File: config.mk
export PLATFORM = sky130hd
export DESIGN_NAME = lm_sm_sequencer
export DESIGN_NICKNAME = d
export VERILOG_FILES = /design/src/rtl/lm_sm_sequencer.sv
export SDC_FILE = /design/constraint.sdc
export NUM_CORES = 1
export LEC_CHECK = 0
export BUFFER_PORTS_ARGS = -buffer_cell sky130_fd_sc_hd__buf_2
export CAP_MARGIN = 10
export CORE_ASPECT_RATIO = 1.25
export CORE_MARGIN = 4
export CORE_UTILIZATION = 57
export DETAILED_ROUTE_END_ITERATION = 6
export GPL_ROUTABILITY_DRIVEN = 0
export MAX_ROUTING_LAYER = met4
export PLACE_DENSITY_LB_ADDON = 0.15
export SLEW_MARGIN = 20
export SYNTH_ARGS = -nofsm -noshare
export SYNTH_HDL_FRONTEND = slang
export SYNTH_SLANG_ARGS = --single-unit
File: constraint.sdc
create_clock -name clk -period 9.96 [get_ports clk]
set_clock_uncertainty 0.2 [all_clocks]
set_input_delay 0.996 -clock clk [delete_from_list [all_inputs] [get_ports clk]]
set_output_delay 0.996 -clock clk [all_outputs]
set_load 0.01 [all_outputs]
File: src/rtl/lm_sm_sequencer.sv
// Decode-stage micro-sequencer: passes ordinary instructions through and
// expands LM/SM into one LW/SW micro-op per set mask bit, holding fetch meanwhile.
module lm_sm_sequencer #(
   parameter int unsigned INSTR_W = 16,
   parameter int unsigned MASK_W  = 8,
   parameter logic [3:0]  OP_LM   = 4'b0110,
   parameter logic [3:0]  OP_SM   = 4'b0111
) (
   input  logic               clk,
   input  logic               reset,
   input  logic               flush,
   input  logic               stall,
   input  logic               in_valid,
   input  logic [INSTR_W-1:0] in_instr,
   input  logic [INSTR_W-1:0] in_pc,
   output logic               in_ready,
   output logic               out_valid,
   output logic [INSTR_W-1:0] out_instr,
   output logic [INSTR_W-1:0] out_pc,
   output logic               out_last
);

   localparam int unsigned OFF_W = 6;
   localparam int unsigned REG_W = 3;
   localparam logic [3:0]  OP_LW = 4'b0100;
   localparam logic [3:0]  OP_SW = 4'b0101;

   typedef enum logic {IDLE, SEQ} state_t;

   state_t             state;
   logic [MASK_W-1:0]  pend;
   logic [MASK_W-1:0]  orig_mask;
   logic [REG_W-1:0]   ra;
   logic               is_lm;
   logic [INSTR_W-1:0] pc_q;

   logic [3:0]         in_op;
   logic               in_lmsm;
   logic               accept;
   logic [MASK_W-1:0]  src_mask, src_orig, eff, rest;
   logic [REG_W-1:0]   src_ra, pop_idx;
   logic               src_lm;
   logic [OFF_W-1:0]   off;
   logic [INSTR_W-1:0] micro;
   logic               unused_bit;

   assign unused_bit = in_instr[8];
   assign in_op      = in_instr[INSTR_W-1 -: 4];
   assign in_lmsm    = (in_op == OP_LM) || (in_op == OP_SM);
   assign in_ready   = (state == IDLE) && !stall && !flush;
   assign accept     = in_valid && in_ready;

   // Pick the next register to pop: lowest set bit, with LM's base register deferred to last.
   always_comb begin
      src_mask = (state == SEQ) ? pend      : in_instr[MASK_W-1:0];
      src_orig = (state == SEQ) ? orig_mask : in_instr[MASK_W-1:0];
      src_ra   = (state == SEQ) ? ra        : in_instr[11:9];
      src_lm   = (state == SEQ) ? is_lm     : (in_op == OP_LM);
      eff      = src_mask;
      if (src_lm) eff[src_ra] = 1'b0;
      if (eff == '0) eff = src_mask;
      pop_idx = '0;
      for (int i = int'(MASK_W) - 1; i >= 0; i--) begin
         if (eff[i]) pop_idx = REG_W'(i);
      end
      rest = src_mask;
      rest[pop_idx] = 1'b0;
      off = '0;
      for (int i = 0; i < int'(MASK_W); i++) begin
         if (src_orig[i] && (i < int'(pop_idx))) off = off + OFF_W'(1);
      end
      micro = {(src_lm ? OP_LW : OP_SW), pop_idx, src_ra, off};
   end

   always_ff @(posedge clk) begin
      if (reset) begin
         state     <= IDLE;
         pend      <= '0;
         orig_mask <= '0;
         ra        <= '0;
         is_lm     <= 1'b0;
         pc_q      <= '0;
         out_valid <= 1'b0;
         out_instr <= '0;
         out_pc    <= '0;
         out_last  <= 1'b0;
      end else if (flush) begin
         state     <= IDLE;
         pend      <= '0;
         out_valid <= 1'b0;
      end else if (!stall) begin
         case (state)
            IDLE: begin
               if (!accept) begin
                  out_valid <= 1'b0;
               end else if (!in_lmsm) begin
                  out_valid <= 1'b1;
                  out_instr <= in_instr;
                  out_pc    <= in_pc;
                  out_last  <= 1'b1;
               end else if (in_instr[MASK_W-1:0] == '0) begin
                  out_valid <= 1'b0;
               end else begin
                  orig_mask <= in_instr[MASK_W-1:0];
                  ra        <= in_instr[11:9];
                  is_lm     <= (in_op == OP_LM);
                  pc_q      <= in_pc;
                  pend      <= rest;
                  out_valid <= 1'b1;
                  out_instr <= micro;
                  out_pc    <= in_pc;
                  out_last  <= (rest == '0);
                  state     <= (rest == '0) ? IDLE : SEQ;
               end
            end
            SEQ: begin
               pend      <= rest;
               out_valid <= 1'b1;
               out_instr <= micro;
               out_pc    <= pc_q;
               out_last  <= (rest == '0);
               if (rest == '0) state <= IDLE;
            end
            default: state <= IDLE;
         endcase
      end
   end

endmodule

# After elaboration in Yosys (flattened, before gate mapping)
# Cells that the tools add are included.
# Widths: inputs -> output; s select.
# totals
reg_bits	70
word_cells	114
input_bits	37
# op_classes
add_sub_neg	6
order_cmp	11
n_eq_ne	6
bitwise	8
n_mux	51
reduce_logical	22
# op_table
op	count
$mux 16	6
$pmux 16 s2	2
$mux 8	6
$add 6x1->6 const B	6
$mux 6	6
$mux 3	9
$logic_not 8->1	3
$and 8x8->8	2
$not 8->8	2
$pmux 8 s2	1
$mux 1	15
$logic_and 1x1->1	12
$lt 3x3->1 const A	3
$eq 4x3->1 const B	2
$lt 3x4->1 const B	2
$reduce_and 4->1	2
$mux 7	1
$demux 1 s3	2
$ge 3x1->1 const B	2
$lt 1x3->1 const A	2
$lt 2x3->1 const A	2
$ne 2x2->1 const B	3
$pmux 1 s2	3
$reduce_and 6->1	1
other kinds (5)	9

# Logic depth before layout (Yosys ltp)
# logic_depth
word_depth	37
ltp_mapped	28
ltp_nobuf	25

# Least setup slack after synthesis
# No wires, ideal clock.
# synth_path
kind	input to register
from	in in_instr[15]
to	reg out_instr[2]
t_arrival_ns	5.893
path_buffers	1
setup_time_ns	0.137
required_time_ns	9.623
setup_slack_ns	3.729
cell_stages	24
path_cell_list	and4bb_2 -> a32oi_1 -> a222oi_1 -> nand3_2 -> or2_1 -> a221o_1 -> a31o_1 -> buf_6 -> and2_1 -> a21oi_1 -> ha_1 -> and3_1 -> o21ai_0 -> o22a_1 -> nand2_1 -> ha_1 -> a2111oi_0 -> a31oi_1 -> ha_1 -> mux2_2 -> ha_1 -> a21o_1 -> a22oi_1 -> a211oi_1
# synth_via
elab_chain_cells	32
# synth_lines
item	line	source
from (decl)	14	input logic [INSTR_W-1:0] in_instr,
$eq 4x3->1	49, 58	
$mux 1	58	src_lm = (state == SEQ) ? is_lm : (in_op == OP_LM);
$mux 8	60	if (src_lm) eff[src_ra] = 1'b0;
$logic_not 8->1	61	if (eff == '0) eff = src_mask;
$mux 8	61	
$mux 3 (8 in a row)	64	if (eff[i]) pop_idx = REG_W'(i);
$lt 1x3->1	70	if (src_orig[i] && (i < int'(pop_idx))) off = off + OFF_W'(1);
$logic_and 1x1->1	70	
(+9 left out)	n/a	
$add 6x1->6	70	
$mux 6	70	
$add 6x1->6	70	
$mux 6	70	
$mux 16	101	end else if (in_instr[MASK_W-1:0] == '0) begin
$mux 16	96	end else if (!in_lmsm) begin
$mux 16	94	if (!accept) begin
$pmux 16 s2	92	case (state)
to (signal assigned)	98	out_instr <= in_instr;
to (signal assigned)	110	out_instr <= micro;
to (signal assigned)	119	out_instr <= micro;
to (decl)	18	output logic [INSTR_W-1:0] out_instr,
# Parallel ways exist; a longest one is shown, timed or not. The select of a mux whose other input is x is not followed.
# A chain may end at the register's enable or synchronous reset.

# Final worst setup path
# layout_path
from	reg state
to	reg out_instr[2]
# layout_via
elab_chain_cells	37
# layout_lines
item	line	source
from (decl)	30	state_t state;
from (signal assigned)	113	state <= (rest == '0) ? IDLE : SEQ;
$mux 3	57	src_ra = (state == SEQ) ? ra : in_instr[11:9];
$lt 3x4->1 (implied by the code) or $ge 3x1->1 (tied branches)	60	
$logic_and 1x1->1 (implied by the code)	60	
$mux 1 (implied by the code)	60	
$demux 1 s3	60	
$not 8->8 (no line)	n/a	
$and 8x8->8 (no line)	n/a	
$mux 8	60	
(+21 left out)	n/a	
$add 6x1->6	70	
$mux 6	70	
$add 6x1->6	70	
$mux 6	70	
$mux 16	101	
$mux 16	96	
$mux 16	94	
$pmux 16 s2	92	
# Parallel ways exist; a longest one is shown, timed or not. The select of a mux whose other input is x is not followed.

==> metrics.txt <==
status completed; fmax 138.1 MHz; I/O Buffers 71; crit start category register; Commonest cells post-synth nand2_1 (81), nor2_1 (75), dfxtp_1 (70), a21oi_1 (49), mux2i_1 (34); Multi-input gate area 2594 um2; EDFF count, synth 0; fin worst setup slack 2.720 ns; GRT overflow 0; Die X-Extent between 80 and 90 um; P&R area growth vs syn 14.01%; most frequent cell after synthesis nand2_1; max-slew violations 0; die height 103.4 um; CTS Buffer Depth 2; YS warnings 0; largest net degree at the start of global routing 62; Peak VDD IR just over 0.1 mV; slowest CP cell dfxtp_2; total track usage 28.61%; CTS root buf clkbuf_8; row cnt 34; Largest stage delay, worst path 1.03 ns; Antenna Nets Post-Route 0; Critical Path Most Common Cell ha_1; Synth Flop Type dfxtp_1; CTS clk-pin slew, worst paths 0.08 ns; # IOs 72; Filler Cell Count roughly 640; register area 1403 um2; dpl hpwl 8.535 mm; final core occ 67.45%; H-Tree Depth 3; Post-synth ARST share 0%; final wirelength 12.14 mm; Core Region 7019 um2; worst path cell trace buf_4 -> a21o_1 -> nor2_1 -> o32ai_2 -> nor2_1 -> o31ai_1 -> a31o_1 -> and2_1 -> a21oi_1 -> ha_1 -> and3_1 -> o21ai_0 -> o22a_1 -> nand2_1 -> ha_1 -> a2111oi_0 -> a31oi_1 -> ha_1 -> mux2_2 -> ha_1 -> a21o_1 -> a22oi_1 -> a211oi_1; post-synthesis cell type count 69; CP Max Fanout 46; clk_lat worst skew 0.35 ns; Tcrit/Tclk final slightly above 70%; vias in the first global route roughly 4,000; layout cells sized above 1 19.90%; RSZ-0062 raised after global routing no; DR vias 4,300; Synth Instances 530; Iter 0 DRT Violations 362; Yosys reg bits 70; Synth area leaders dfxtp_1 (34%), mux2i_1 (8.2%), nand2_1 (7.3%); # DRC 0; Yosys top cell area share 33.75%; n_diodes 0; largest area contributor in the netlist dfxtp_1; initial antenna violation count 0; CP Capture Type register; CTS Hold Buffers Added 0; leakage approximately 1.8 nW; worst setup path class reg2reg; Die Area 8724 um2; vias per cell 6.342; syn_area_per_cell 7.835 um2; power density over cell area 131.4 nW/um2; Final Hold Vio Count 0; synthesized area a little over 4000 um2; layout net count ~630; drt first pass iters 5; HP Class reg2reg; TritonCTS Buffers 9; WL/cell about 18 um; Setup Viol. Count Final 0; min Tclk post-route 7.240 ns; Max-slew headroom 29.80%; Arr. time, crit path roughly 7.3 ns; WP data required 9.98 ns; total of max-cap violations 0; register area share after synthesis 33.75%; Tightest Pin Transition 1.053 ns; Resize count post-CTS 0; Clock Sinks 70; TritonCTS clock tree yes; post-synth net total about 570; first-pass GRT wire length 19.49 mm; Setup WS pre-CTS 2.856 ns; Setup Buffers After CTS 0; Initial Util 59.16%; setup TNS 0 ns
[flip-flops by register name (all words and copies together), names as in the netlist]
signal / flops
out_instr: 16
out_pc: 16
pc_q: 16
pend: 8
orig_mask: 7
ra: 3
is_lm: 1
out_last: 1
out_valid: 1
state: 1
[per-layer routing]
metal | global-route usage, % | vias up | part of all wire [%]
li1 | - | 2017 | -
met1 | 34.35 | 1988 | 41
met2 | 46.29 | 238 | 46
met3 | 5.943 | 57 | 8.9
met4 | 13.76 | 0 | 4.1
met5 | - | - | 0
[kinds of logic (layout without fill, tap and decap cells)]
kind of cell / Yosys count / count (layout) / share of synthesized area (%)
flops: 70 / 70 / 33.75
mux: 44 / 44 / 11.00
xor+xnor: 7 / 7 / 2.169
fa+ha+maj: 5 / 5 / 1.506
compound gates: 151 / 151 / 24.10
buf+inv: 39 / 97 / 4.218
simple gates: 214 / 214 / 23.26
[worst paths after layout]
check,from,slack (ns),end,depth (start not counted)
max,state,2.72,out_instr[2],23
min,pc_q[1],0.25,pc_q[1],2
min reg2reg,pc_q[1],0.25,pc_q[1],2
max reg2reg,state,2.72,out_instr[2],23
[cell usage in the layout, fill, tap and decap left out, types with 3 or more instances in the layout]
cell       n
nand2_1   81
nor2_1    75
buf_2     70
dfxtp_1   69
a21oi_1   48
mux2i_1   34
a211oi_1  23
o21ai_0   21
nor3_1     9
mux2_2     9
clkbuf_8   9
nand3_1    8
inv_1      7
o31ai_1    6
o211ai_1   5
a22oi_1    5
or2_2      5
a21o_1     5
and2_1     5
ha_1       5
buf_4      5
and3b_1    4
or4_1      3
xor2_1     3
o21a_1     3
nor3b_1    3
nor4_1     3
a31oi_1    3
nand2b_1   3
[stage by stage]
stage | cell area (um2) | hold slack (ns) | cells | total power [mW]
6_report | 4735 | 0.2545 | 678 | 0.6221
5_1_grt | 4735 | 0.2798 | 678 | 0.6458
4_1_cts | 4728 | 0.2580 | 678 | 0.6237
3_5_place_dp | 4517 | 0.2476 | 663 | 0.3735
3_3_place_gp | 4517 | 0.2396 | 663 | 0.3717
2_1_floorplan | 4153 | 0.2329 | 530 | 0.3455
[power by group]
part	internal, mW	total, mW	switching, mW
registers	0.283	0.286	0.00234
logic	0.0306	0.0840	0.0534
clock network	0.140	0.252	0.113
total	0.454	0.622	0.168
[critical path: cells and delay by family (launching register included)]
family | cells | cell delay [ns]
AOI/OAI and AO/OA | 12 | 3.09
muxes | 1 | 0.29
adders and majority gates | 4 | 1.27
and+or+nand+nor | 5 | 0.77
buffers and inverters | 1 | 0.43
DFF | 1 | 1.03
[layout make-up]
cell class	instances	area share [%]
tap	90	2.378
timing repair buffer	75	8.192
sequential	70	29.62
clock buffer	9	2.616
inverter	7	0.5550
clock inverter	6	1.850
multi-input combinational	421	54.78
Power figures use the tool's default switching activity.
